**config.mk**
```make
export PLATFORM = sky130hd
export DESIGN_NAME = bp_update_queue
export DESIGN_NICKNAME = d
export VERILOG_FILES = /design/src/rtl/bp_update_queue.sv
export SDC_FILE = /design/constraint.sdc
export NUM_CORES = 1
export LEC_CHECK = 0
export ABC_AREA = 1
export CAP_MARGIN = 25
export CORE_AREA = 2 2 130 132
export CTS_CLUSTER_SIZE = 12
export DETAILED_ROUTE_END_ITERATION = 10
export DIE_AREA = 0 0 132 134
export PLACE_DENSITY = 0.48
export SYNTH_ARGS = -nofsm -noshare
export SYNTH_HDL_FRONTEND = slang
export SYNTH_SLANG_ARGS = --single-unit
```
**constraint.sdc**
```tcl
create_clock -name clk -period 3.2 [get_ports clk]
set_clock_uncertainty 0.05 [all_clocks]
set_input_delay 0.32 -clock clk [delete_from_list [all_inputs] [get_ports clk]]
set_output_delay 0.32 -clock clk [all_outputs]
set_load 0.1 [all_outputs]
```
**src/rtl/bp_update_queue.sv**
```systemverilog
// bp_update_queue: FIFO of resolved branch outcomes that drains one entry per
// cycle into the branch predictor cache update port, with a one-cycle bubble
// after any write that evicts a line.
//
// Ports:
//   clk, rst (async, active-low)
//   in_valid/in_ready  resolved-branch handshake; in_pc, in_taken, in_target payload
//   we, update_pc, branch_taken, wb_addr  registered cache write port
//   evict  cache reports that the current write displaced a valid line
//   empty  nothing queued and no write in flight
//   wr_count, evict_count  saturating statistics (only with BPQ_STATS_EN)
//
// Optional feature macro: BPQ_STATS_EN adds the statistics counters.
module bp_update_queue #(
   parameter int PC_W  = 10,
   parameter int DEPTH = 4
) (
   input  logic            clk,
   input  logic            rst,
   input  logic            in_valid,
   output logic            in_ready,
   input  logic [PC_W-1:0] in_pc,
   input  logic            in_taken,
   input  logic [PC_W-1:0] in_target,
   output logic            we,
   output logic [PC_W-1:0] update_pc,
   output logic            branch_taken,
   output logic [PC_W-1:0] wb_addr,
   input  logic            evict,
   output logic            empty
`ifdef BPQ_STATS_EN
   ,
   output logic [15:0]     wr_count,
   output logic [15:0]     evict_count
`endif
);
   localparam int AW = $clog2(DEPTH);
   typedef enum logic [1:0] {IDLE, WRITE, BUBBLE} state_t;
   state_t          state;
   logic [AW-1:0]   wr_ptr, rd_ptr;
   logic [AW:0]     count;
   logic [PC_W-1:0] pc_mem [DEPTH];
   logic            taken_mem [DEPTH];
   logic [PC_W-1:0] tgt_mem [DEPTH];
   logic            push, pop;
   assign in_ready = count < (AW+1)'(DEPTH);
   assign push     = in_valid && in_ready;
   // An evicting write blocks the pop, so the following cycle is the bubble;
   // leaving the bubble pops straight away, making an eviction cost one cycle.
   assign pop      = count != '0 && !(state == WRITE && evict);
   assign empty    = count == '0 && state == IDLE;
   always_ff @(posedge clk)
      if (push) begin
         pc_mem[wr_ptr]    <= in_pc;
         taken_mem[wr_ptr] <= in_taken;
         tgt_mem[wr_ptr]   <= in_target;
      end
   always_ff @(posedge clk or negedge rst)
      if (!rst) begin
         state        <= IDLE;
         wr_ptr       <= '0;
         rd_ptr       <= '0;
         count        <= '0;
         we           <= 1'b0;
         update_pc    <= '0;
         branch_taken <= 1'b0;
         wb_addr      <= '0;
      end else begin
         wr_ptr <= wr_ptr + AW'(push);
         rd_ptr <= rd_ptr + AW'(pop);
         count  <= count + (AW+1)'(push) - (AW+1)'(pop);
         we     <= pop;
         state  <= pop ? WRITE : (state == WRITE && evict) ? BUBBLE : IDLE;
         if (pop) begin
            update_pc    <= pc_mem[rd_ptr];
            branch_taken <= taken_mem[rd_ptr];
            wb_addr      <= tgt_mem[rd_ptr];
         end
      end
`ifdef BPQ_STATS_EN
   always_ff @(posedge clk or negedge rst)
      if (!rst) begin
         wr_count    <= '0;
         evict_count <= '0;
      end else begin
         wr_count    <= wr_count + 16'(we && wr_count != 16'hFFFF);
         evict_count <= evict_count + 16'(we && evict && evict_count != 16'hFFFF);
      end
`endif
endmodule

```
==> impl_metrics.toml <==
[run]
drv_cap = 0

[clock_tree]
ctsHtreeMaxLevel = 4
cts_hold_buf = 0
tritoncts = "yes"
cts_setup_buffers = 0
root_buffer = "clkbuf_16"
cts_buffers = 17
insertion_delay_ns = 0.40
clk_path_buf_depth = 2
cts.reportedPaths.clkPinSlew_ns = 0.05
post_cts_resize_count = 0
cts_num_sinks = 114

[global_routing]
grt_max_degree = 44
grt_pass1_wl_mm = 16.14
grt_pass1_vias = 3119
track_usage_pct = 12.11
antenna_found_initial = 1
overflow = 0

[worst_setup_path]
critPathTopFamily = "buffers and inverters"
crit_path_cell_trace = "clkdlybuf4s50_1"
max_stage_delay_ns = 1.15
slowest_stage = "clkdlybuf4s50_1"
cp.required_ns = 2.83
worstReg2RegStart = "count[1]$_DFF_PN0_"
cp-startpoint = "update_pc[0]$_DFFE_PN0P_"
endpoint_kind = "output pin"
endpoint = "update_pc[0]"
critical_path.max_fanout = 2
arrival_ns = 1.90
cp-start-kind = "flop"
r2r_setup_slack_ns = 1.10
worst-setup-path-type = "flop to output pin"
crit_cells = 1
r2r_end = "count[2]$_DFF_PN0_"
reg2regPathDepth = 9
cp.buffers_inverters = 1

[yosys]
async_reset_ff_share_pct = 26.32
synth-simple-area-share_pct = 19.70
synthCells = 459
synth_cell_types = 25
synth_top_area_share_pct = 52.20
ys_ff_latch = 114
yosysWarnings = 0
seq_area_frac_synth_pct = 67.74
synth.mux.area_fraction_pct = 0
synth_area_per_cell_um2 = 10.53
synth_compound_area_share_pct = 0
synth_xor_area_share_pct = 0.9063
synth_commonest_cells = "nand2_1 (169), inv_1 (91), edfxtp_1 (84)"
synth_edf_count = 84
yosysMostFrequentCell = "nand2_1"
synth_top_cells_by_area = "edfxtp_1 (52%), dfrtp_1 (16%), nand2_1 (13%)"
synth-adder-area-share_pct = 0.9322
yosys.area.top_type = "edfxtp_1"
synth_area_um2 = 4832
synth_top_family_by_area = "simple AND/OR/NAND/NOR gates"
ys.flop_type = "edfxtp_1"
syn-num-nets = 487

[sta]
post-route-period-util_pct = 70.81
tightest_slew_ns = 0.9834
hold_violations = 0
final.setup.tns_ns = 0
relSlewSlack_pct = 34.23
clock.fmax_mhz = 441.3
min_period_ns = 2.266
rsz0062_at_grt = "no"
maxSlewViolCount = 0
setup_viol = 0

[finish]
synthToLayoutAreaGrowth_pct = 26.05
fin_nets = 544
drive_gt1_share_pct = 10.02

[route]
vias_per_cell = 4.051
first_iter_violations = 191
final_antenna_net_count = 0
dr_total_vias = 3038
drt_pass1_iterations = 4
drc = 0
wire_per_inst_um = 13.13
wirelength_mm = 9.847

[status]
run_status = "finished clean"

[placed_design]
dpl.hpwl_mm = 5.740
io_buffers = 48
gp_congestion = 0.6818

[floorplan]
initial_core_util_pct = 29.66
die-area_um2 = 17690
core_um2 = 16290
chipWidth_um = 132
io_pins = 49
placement_rows = 47
die_h_um = 134

[worst_hold_path]
hold_path.class = "primary input to asynchronous set/reset pin"
==> worst min-delay path by stage <==
stage,endpoint,slack (ns),cells past startpoint
after global routing,wb_addr[1]$_DFFE_PN0P_,0.33,2
final,wb_addr[6]$_DFFE_PN0P_,0.29,2
after floorplan,branch_taken$_DFFE_PN0P_,-0.03,0
after global placement,wb_addr[6]$_DFFE_PN0P_,0.42,2
after detailed placement,update_pc[7]$_DFFE_PN0P_,0.42,2
after CTS,wb_addr[4]$_DFFE_PN0P_,0.29,2
==> area by class of cell <==
class	instances	area [um^2]
diodes	1	2.502
clock buffers	19	442.9
clock inverters	13	141.4
fillers	1590	10200
inverters	95	364.1
multi-input cells	233	1066
flip-flops and latches	114	3273
well taps	220	275.3
repair buffers	55	525.5
==> flip-flops by register name, indices dropped and copies added (netlist names) <==
signal,cells
update_pc,10
rd_ptr,2
tgt_mem,40
taken_mem,4
wr_ptr,2
pc_mem,40
branch_taken,1
wb_addr,10
count,3
state,2
==> through the flow <==
step	util [%]	cells	instance area, um^2	hold WS (ns)	worst slack [ns]
after global placement	33.79	717	5504	0.4219	0.8218
after detailed placement	33.79	717	5504	0.4179	0.7948
final	37.39	750	6091	0.2877	0.9340
after global routing	37.39	750	6091	0.3305	0.8751
after floorplan	-	459	4837	-0.02559	0.2192
after CTS	37.38	749	6088	0.2939	0.9102
==> metal layers <==
layer | vias to the layer above | GRT usage, % | routed length (um)
met2 | 50 | 20.52 | 5088
met5 | - | 0 | 0
li1 | 1536 | - | -
met1 | 1437 | 14.05 | 4259
met3 | 15 | 3.023 | 274
met4 | 0 | 6.944 | 225
==> layout by cell type (no fill, tap or decap), types with 2 or more instances in the layout <==
cell type        count
clkinvlp_4           2
edfxtp_1            84
nand3_1             43
clkbuf_16           17
nor3_2               5
clkinv_1             3
dfrtp_1             30
inv_1               91
clkdlybuf4s50_1     45
nand2_2              2
inv_2                2
ha_1                 2
xor2_1               4
buf_4               10
bufinv_16            3
nand2_1            169
clkinv_2             5
==> logic make-up after synthesis <==
group,count (synthesis)
xor+xnor,5
simple gates,225
buf+inv,112
fa+ha+maj,3
flops,114
Power is left out: the tool's default activity adds up to more than one toggle a clock period on the data nets, which glitch-free logic cannot reach.
